**config.mk**
```make
export PLATFORM = sky130hd
export DESIGN_NAME = cluster_frame_rx
export DESIGN_NICKNAME = d
export VERILOG_FILES = /design/src/rtl/cluster_pkg.sv /design/src/rtl/cluster_word_check.sv /design/src/rtl/cluster_frame_rx.sv
export SDC_FILE = /design/constraint.sdc
export NUM_CORES = 1
export LEC_CHECK = 0
export ABC_AREA = 1
export CAP_MARGIN = 15
export CORE_UTILIZATION = 45
export CTS_BUF_LIST = sky130_fd_sc_hd__clkbuf_8
export DETAILED_ROUTE_END_ITERATION = 10
export PLACE_DENSITY = 0.79
export REMOVE_ABC_BUFFERS = 1
export SYNTH_ARGS = -nofsm -noshare
export SYNTH_HDL_FRONTEND = slang
export SYNTH_HIERARCHICAL = 1
export SYNTH_SLANG_ARGS = --single-unit
```
**constraint.sdc**
```tcl
create_clock -name clock4x -period 4.2 [get_ports clock4x]
set_input_delay 0.84 -clock clock4x [delete_from_list [all_inputs] [get_ports clock4x]]
set_output_delay 0.84 -clock clock4x [all_outputs]
set_load 0.005 [all_outputs]
```
**src/rtl/cluster_pkg.sv**
```systemverilog
// cluster_pkg: constants and types shared by the cluster packer and the frame receiver
package cluster_pkg;
  localparam int MXADRBITS = 11;
  localparam int MXCNTBITS = 3;
  localparam int MXCLUSTERS = 8;
  localparam int MXSTRIPS = 1536;
  localparam logic [10:0] INVALID_ADR = 11'h7FF;
  typedef enum logic {IDLE, COLLECT} rx_state_e;
endpackage

```
**src/rtl/cluster_word_check.sv**
```systemverilog
// cluster_word_check: classifies one cluster word as sentinel, out-of-range, valid and out-of-order
module cluster_word_check #(
  parameter int MXADRBITS = cluster_pkg::MXADRBITS,
  parameter int MXSTRIPS = cluster_pkg::MXSTRIPS
) (
  input  logic [MXADRBITS-1:0] adr,
  input  logic [MXADRBITS-1:0] last_adr,
  input  logic                 seen_sentinel,
  output logic                 valid,
  output logic                 sentinel,
  output logic                 range_err,
  output logic                 order_err
);
  import cluster_pkg::*;
  assign sentinel  = adr == MXADRBITS'(INVALID_ADR);
  assign range_err = !sentinel && adr >= MXADRBITS'(MXSTRIPS);
  assign valid     = !sentinel && !range_err;
  assign order_err = valid && (seen_sentinel || adr <= last_adr);
endmodule

```
**src/rtl/cluster_frame_rx.sv**
```systemverilog
// cluster_frame_rx: rebuilds the parallel cluster frame from the serial link and flags
// ordering, range and truncation errors
module cluster_frame_rx #(
  parameter int MXADRBITS = cluster_pkg::MXADRBITS,
  parameter int MXCNTBITS = cluster_pkg::MXCNTBITS,
  parameter int MXCLUSTERS = cluster_pkg::MXCLUSTERS,
  parameter int MXSTRIPS = cluster_pkg::MXSTRIPS,
  parameter int ERRCNTBITS = 16
) (
  input  logic                            clock4x,
  input  logic                            reset,
  input  logic                            frame_start,
  input  logic                            word_valid,
  input  logic [MXADRBITS-1:0]            adr_in,
  input  logic [MXCNTBITS-1:0]            cnt_in,
  output logic [MXCLUSTERS*MXADRBITS-1:0] adr_out,
  output logic [MXCLUSTERS*MXCNTBITS-1:0] cnt_out,
  output logic [MXCLUSTERS-1:0]           vpf_out,
  output logic                            frame_valid,
  output logic [3:0]                      cluster_count,
  output logic                            err_order,
  output logic                            err_range,
  output logic                            err_trunc,
  output logic [ERRCNTBITS-1:0]           err_cnt
);
  import cluster_pkg::*;
  localparam int IW = $clog2(MXCLUSTERS);
  localparam int AW = MXCLUSTERS*MXADRBITS;
  localparam int CW = MXCLUSTERS*MXCNTBITS;
  rx_state_e state_q, state_d;
  logic [IW-1:0] idx_q, idx_d, slot;
  logic [AW-1:0] abuf_q, abuf_d, adr_out_q, adr_out_d;
  logic [CW-1:0] cbuf_q, cbuf_d, cnt_out_q, cnt_out_d;
  logic [MXCLUSTERS-1:0] vbuf_q, vbuf_d, vpf_q, vpf_d;
  logic [MXADRBITS-1:0] last_q, last_d;
  logic seen_q, seen_d, has_q, has_d, ord_q, ord_d, rng_q, rng_d;
  logic fv_q, fv_d, err_order_q, err_order_d, err_range_q, err_range_d, err_trunc_q, err_trunc_d;
  logic [3:0] count_q, count_d;
  logic [ERRCNTBITS-1:0] err_cnt_q, err_cnt_d;
  logic acc, start, last_slot, seen_in, has_in;
  logic w_valid, w_sent, w_range, w_chk_order, w_order;
  cluster_word_check #(.MXADRBITS(MXADRBITS), .MXSTRIPS(MXSTRIPS)) u_chk (
    .adr(adr_in), .last_adr(last_q), .seen_sentinel(seen_in),
    .valid(w_valid), .sentinel(w_sent), .range_err(w_range), .order_err(w_chk_order)
  );
  always_comb begin
    start = word_valid && frame_start;
    acc = word_valid && (frame_start || state_q == COLLECT);
    slot = start ? '0 : idx_q;
    last_slot = acc && slot == IW'(MXCLUSTERS-1);
    seen_in = !start && seen_q;
    has_in = !start && has_q;
    // the first valid word of a frame has no predecessor to compare against
    w_order = w_chk_order && (seen_in || has_in);
    state_d = state_q;
    idx_d = idx_q;
    abuf_d = abuf_q;
    cbuf_d = cbuf_q;
    vbuf_d = vbuf_q;
    last_d = last_q;
    seen_d = seen_q;
    has_d = has_q;
    ord_d = ord_q;
    rng_d = rng_q;
    if (acc) begin
      abuf_d[int'(slot)*MXADRBITS +: MXADRBITS] = adr_in;
      cbuf_d[int'(slot)*MXCNTBITS +: MXCNTBITS] = cnt_in;
      vbuf_d = start ? '0 : vbuf_q;
      vbuf_d[slot] = w_valid;
      ord_d = (!start && ord_q) || w_order;
      rng_d = (!start && rng_q) || w_range;
      seen_d = seen_in || w_sent;
      has_d = has_in || w_valid;
      last_d = w_valid ? adr_in : last_q;
      idx_d = last_slot ? '0 : slot + IW'(1);
      state_d = last_slot ? IDLE : COLLECT;
    end
    fv_d = last_slot;
    err_trunc_d = start && state_q == COLLECT;
    adr_out_d = last_slot ? abuf_d : adr_out_q;
    cnt_out_d = last_slot ? cbuf_d : cnt_out_q;
    vpf_d = last_slot ? vbuf_d : vpf_q;
    count_d = last_slot ? 4'($countones(vbuf_d)) : count_q;
    err_order_d = last_slot ? ord_d : err_order_q;
    err_range_d = last_slot ? rng_d : err_range_q;
    err_cnt_d = ((err_trunc_d || (last_slot && (ord_d || rng_d))) && !(&err_cnt_q)) ?
                err_cnt_q + ERRCNTBITS'(1) : err_cnt_q;
  end
  always_ff @(posedge clock4x) begin
    if (reset) begin
      state_q <= IDLE;
      idx_q <= '0;
      abuf_q <= {MXCLUSTERS{MXADRBITS'(INVALID_ADR)}};
      cbuf_q <= '0;
      vbuf_q <= '0;
      last_q <= '0;
      seen_q <= 1'b0;
      has_q <= 1'b0;
      ord_q <= 1'b0;
      rng_q <= 1'b0;
      adr_out_q <= {MXCLUSTERS{MXADRBITS'(INVALID_ADR)}};
      cnt_out_q <= '0;
      vpf_q <= '0;
      count_q <= '0;
      fv_q <= 1'b0;
      err_order_q <= 1'b0;
      err_range_q <= 1'b0;
      err_trunc_q <= 1'b0;
      err_cnt_q <= '0;
    end else begin
      state_q <= state_d;
      idx_q <= idx_d;
      abuf_q <= abuf_d;
      cbuf_q <= cbuf_d;
      vbuf_q <= vbuf_d;
      last_q <= last_d;
      seen_q <= seen_d;
      has_q <= has_d;
      ord_q <= ord_d;
      rng_q <= rng_d;
      adr_out_q <= adr_out_d;
      cnt_out_q <= cnt_out_d;
      vpf_q <= vpf_d;
      count_q <= count_d;
      fv_q <= fv_d;
      err_order_q <= err_order_d;
      err_range_q <= err_range_d;
      err_trunc_q <= err_trunc_d;
      err_cnt_q <= err_cnt_d;
    end
  end
  assign adr_out = adr_out_q;
  assign cnt_out = cnt_out_q;
  assign vpf_out = vpf_q;
  assign cluster_count = count_q;
  assign frame_valid = fv_q;
  assign err_order = err_order_q;
  assign err_range = err_range_q;
  assign err_trunc = err_trunc_q;
  assign err_cnt = err_cnt_q;
endmodule

```
# Word level (Yosys, flattened, before mapping)
# Index checks and enable logic that the tools add are counted.
# op_classes
n_mul	2
n_reduce_logical	30
eq_ne	2
n_shift	4
n_mux	14
n_lt_le_gt_ge	4
addsub	11
# ops
op	n
$bwmux 88	1
$mux 88	1
$shift 11x33->88 const A	1
$shiftx 11x33->88	1
$neg 5->33	1
$neg 7->33	1
$shift 3x33->24 const A	1
$shiftx 3x33->24	1
$bwmux 24	1
$mux 24	1
$add 16x1->16 const B	1
$mux 8	2
$reduce_and 16->1	1
$logic_and 1x1->1	15
$eq 11x11->1 const B	1
$ge 11x11->1 const B	1
$le 11x11->1	1
$logic_or 1x1->1	9
$add 1x1->2	4
$bwmux 8	1
$mul 3x4->7 const B	1
$add 2x2->3	2
$mux 3	2
$mul 3x2->5 const B	1
other kinds (9)	15
# totals
input_bits	18
word_cells	86
out_inout_bits	144
register_bits	283

# Logic depth before layout (Yosys ltp)
# Gate-level depths: netlist of run 1.
# logic_depth
ltp_word	13
ltp_mapped	17
ltp_nobuf	17

# Cells and area by module
# The synthesis of run 1 kept the hierarchy.
# by_module_without_submodules
mod	cells_each	instances	area_per_inst_um2
cluster_frame_rx	1392	1	10717.8
cluster_word_check	62	1	379.1

# Worst setup path before layout of run 1
# No wires, ideal clock.
# synth_path
path_type	input-to-reg
from	in frame_start
to	reg count_q[2], in the netlist cluster_count[2]
arrival_time_ns	4.226
n_path_buf	1
slack_ns	-0.112
cell_stages	17
cell_sequence	nand2_2 > nand2_1 > inv_2 > clkbuf_1 > nand2_1 > nand3_1 > nand3_1 > o21ai_0 > fa_1 > fa_1 > fa_1 > inv_1 > ha_1 > inv_1 > fa_1 > xor2_1 > a211oi_1
# synth_between
elab_chain_cells	11
elab_cells_between_ends	21
classes_between	7 x add/sub; 2 x order compare; 1 x eq/ne; 6 x mux; 5 x reduce/logical
# synth_rtl
item	line	source
from (decl)	cluster_frame_rx.sv:12	input logic frame_start,
$logic_and 1x1->1	cluster_frame_rx.sv:47	start = word_valid && frame_start;
$mux 3	cluster_frame_rx.sv:49	slot = start ? '0 : idx_q;
$lt 3x4->1 (not written as such) or $ge 3x1->1 (tied branches)	cluster_frame_rx.sv:69	vbuf_d[slot] = w_valid;
$logic_and 1x1->1 (not written as such)	cluster_frame_rx.sv:69	
$mux 1 (not written as such)	cluster_frame_rx.sv:69	
$demux 1 s3	cluster_frame_rx.sv:69	
$bwmux 8	cluster_frame_rx.sv:69	
$mux 8	cluster_frame_rx.sv:65	if (acc) begin
$add 1x1->2 (not written as such)	cluster_frame_rx.sv:83	count_d = last_slot ? 4'($countones(vbuf_d)) : count_q;
$add 2x2->3 (not written as such)	cluster_frame_rx.sv:83	
$add 3x3->4 (not written as such)	cluster_frame_rx.sv:83	
to (signal assigned)	cluster_frame_rx.sv:124	count_q <= count_d;
to (decl)	cluster_frame_rx.sv:38	logic [3:0] count_q, count_d;
# Parallel ways exist; a longest one is shown, timed or not.
# A chain may end at the register's enable or synchronous reset.

# Worst setup path in the final report of run 1
# Same ends and word-level chain as after synthesis.

==> results of run 1 <==
[flip-flops by register name (all words and copies together), names as in the netlist, 3 cells and up]
name / flops
abuf_q: 88
vpf_out: 8
last_q: 11
cbuf_q: 24
vbuf_q: 8
cluster_count: 4
idx_q: 3
err_cnt: 16
adr_out: 88
cnt_out: 24
[kinds of logic after synthesis]
group | count (synthesis) | synth area share
AOI/OAI and AO/OA | 250 | 0.117
xor gates and xnor gates | 10 | 0.0103
adders and majority gates | 25 | 0.0309
DFF | 283 | 0.511
and+or+nand+nor | 693 | 0.263
buffers and inverters | 193 | 0.0679
[worst max path at each step]
| stage | from | to | slack (ns) | cells past startpoint |
|---|---|---|---|---|
| after floorplan | frame_start | cluster_count[2]$_SDFFE_PP0P_ | -0.35 | 14 |
| after global placement | frame_start | cluster_count[2]$_SDFFE_PP0P_ | -0.42 | 15 |
| after detailed placement | frame_start | cluster_count[2]$_SDFFE_PP0P_ | -0.49 | 15 |
| after CTS | frame_start | cluster_count[2]$_SDFFE_PP0P_ | 0.04 | 15 |
| after global routing | frame_start | cluster_count[2]$_SDFFE_PP0P_ | 0.03 | 15 |
| final | frame_start | cluster_count[2]$_SDFFE_PP0P_ | 0.21 | 17 |
[stage by stage]
stage          cell area (µm²)  hold slack, ns  cells
2_1_floorplan            10800           0.419   1384
5_1_grt                  14200           0.477   1995
3_5_place_dp             13100           0.440   1909
6_report                 14200           0.454   1995
4_1_cts                  14200           0.456   1994
3_3_place_gp             13100           0.429   1909
[Yosys cell counts (2+ instances only)]
library cell,n,area share
or2_1,13,0.0073
nand3_1,67,0.030
or2_2,24,0.014
nor2_4,3,0.0030
nand4_1,8,0.0045
xnor2_1,2,0.0016
nand2_1,296,0.10
nor2_1,245,0.083
o21ai_1,40,0.018
inv_2,5,0.0017
nand2_2,7,0.0039
fa_1,4,0.0072
clkbuf_1,46,0.016
nor3_1,19,0.0086
nand3_2,6,0.0054
a211oi_1,2,0.0014
a22o_1,2,0.0016
xor2_1,6,0.0047
buf_2,23,0.010
nor2_2,2,0.0011
a31oi_1,19,0.011
a21oi_1,93,0.042
inv_1,117,0.040
dfxtp_1,283,0.51
ha_1,21,0.024
o21ai_0,89,0.040
[power by group through the flow]
stage | registers, W | clock network (W) | logic (W)
after floorplan | 0.00279 | 0 | 0.000194
after global placement | 0.00280 | 0 | 0.000326
after detailed placement | 0.00280 | 0 | 0.000332
after CTS | 0.00274 | 0.00258 | 0.000335
after global routing | 0.00274 | 0.00271 | 0.000380
final | 0.00274 | 0.00254 | 0.000338
[placed cells by master, fill, tap and decap left out, types with 2 or more instances in the layout]
cell and count:
a22o_1 2, nor2_2 3, a31oi_1 18, ha_1 21, nor2_4 3, nand2_1 294, nor2_1 244, clkbuf_8 61
o21ai_1 40, a21oi_1 93, dfxtp_1 283, xor2_1 6, nand3_1 67, nand2_2 8, or2_1 13, fa_1 4
inv_1 125, nand4_1 8, nor3_1 19, clkdlybuf4s50_1 159, buf_12 2, buf_4 39, or2_2 24, clkinv_2 10
nand2_4 2, o21ai_0 88, nand3_2 6, clkinvlp_4 2, bufinv_16 2, xnor2_1 2, inv_2 6
[layer usage]
layer  global-route usage  routed length, µm  part of all wire
met1                0.301              13400              0.47
met2                0.360              13000              0.45
met3               0.0375               1440             0.050
met4               0.0905                877             0.031
met5                    0                  0                 0
[critical path: stages]
cell and delay (ns):
clkdlybuf4s50_1 0.46, nand2_4 0.15, nand2_2 0.09, inv_2 0.09
nand2_1 0.05, nand3_1 0.06, nand3_1 0.07, o21ai_0 0.15
fa_1 0.50, fa_1 0.52, fa_1 0.42, inv_1 0.07
ha_1 0.16, inv_1 0.06, fa_1 0.37, xor2_1 0.16
a211oi_2 0.22
[area by class of cell]
cell class,instances,share of cell area
clock buffers,61,0.0592
well taps,324,0.0286
diodes,1,0.000176
repair buffers,201,0.137
inverters,123,0.0325
clock inverters,24,0.0120
multi-input cells,978,0.332
flip-flops and latches,283,0.399
[timing repair]
action	4_1_cts	5_1_grt
resized for setup	0	9
setup buffers	0	0
endpoints found under the setup margin	0	2
==> results.toml, run 1 <==
[timing]
fin_ws_ns = 0.207
setup_tns_ns = 0
fmax_ghz = 0.250
timing.final.crit_share = 0.951
max_slew_margin = 0.338
post-route-min-period_ns = 3.99
finalHoldViolCount = 0
tightest_slew_ns = 0.993
finClkSkew_ns = 0.0281
setup-violations-final = 0
rsz0062_at_grt = "no"
drv_slew = 0

[worst_setup_path]
cp-end-kind = "flip-flop"
r2r_cells = 13
critPathArrivalTime_ns = 4.44
reg2reg_slack_ns = 0.64
path_class = "primary input to flip-flop"
crit_path_start_kind = "primary input"
worstPathRequired_ns = 4.65
cp_max_fo = 7
r2r-end = "cluster_count[2]$_SDFFE_PP0P_"
r2r-start = "idx_q[1]$_SDFFE_PP0N_"

[synth]
async_flop_share = 0
synth_cell_type_count = 38
ys_seq_elements = 283
synth_edf_count = 0
synthCells = 1454
synth_warnings = 6
avgSynthCellArea_um2 = 7.63
ys_seq_area_frac = 0.511
syn_area_mm2 = 0.0111
ys.flop_type = "dfxtp_1"

[status]
failed_checks = "design-rule violations"
status = "finished, violations left"

[die]
core-area_mm2 = 0.0242
start_util = 0.458
io_pins = 162
die-area_mm2 = 0.0253
dieWidth_um = 159
placementRows = 57
die_y_um = 159

[clock_network]
clk_latency_ns = 0.56
cts_root_buf = "clkbuf_8"
clockBufferDepth = 3
numCtsBuffers = 46
htreeDepth = 2
cts_tree = "yes"
hold_buffers = 0
cts.sinks = 283
clk_pin_slew_ns = 0.06

[global_routing]
grt_max_degree = 100
grt_first_pass_wirelength_um = 46700
grtUsageTotal = 0.224
antenna_found_initial = 1
gr-total-overflow = 0
grt_pass1_vias = 9347

[detailed_routing]
drt_pass1_iterations = 8
postRouteAntennaNets = 0
avgRoutedWirePerCell_um = 14.4
vias_per_cell = 4.98
wl_um = 28700
vias = 9926
drt_iter0_markers = 496
route.detailed.drc = 1

[pwr]
powerDensity_mw_per_mm2 = 396
seq_power_share = 0.488
p_leak_nw = 6.01
combPwrFrac = 0.060
pwr-share-clk = 0.452
switching_power_w = 0.00135
switching_share = 0.240
total_power_w = 0.00561
p_int_w = 0.00427
irDropWorstVdd_mv = 0.214

[layout]
drive_gt1_frac = 0.105
nFillCells = 2253
areaGrowthSynthToFinish_pct = 27.9
seqCellArea_mm2 = 0.00567
fin_util = 0.585
fin_nets = 1676
multi_input_area_mm2 = 0.00471

[placed_design]
gp_congestion = 0.819
dp_hpwl_um = 19400
preCtsSetupSlack_ns = -0.486
numPortBuffers = 161

[job]
max_cap_viol_count = 0

[worst_hold_path]
hp-class = "flip-flop to flip-flop"
hold_path_end = "abuf_q[11]$_SDFF_PP1_"
hp-start = "abuf_q[11]$_SDFF_PP1_"
hold_depth = 2
(Power assumes the default switching activity.)
==> run 2, diff against run 1 <==
TNS_END_PERCENT = 50   (was not set)
==> results of run 2 <==
No change in the layout: final DEF, timing and power equal those of run 1.
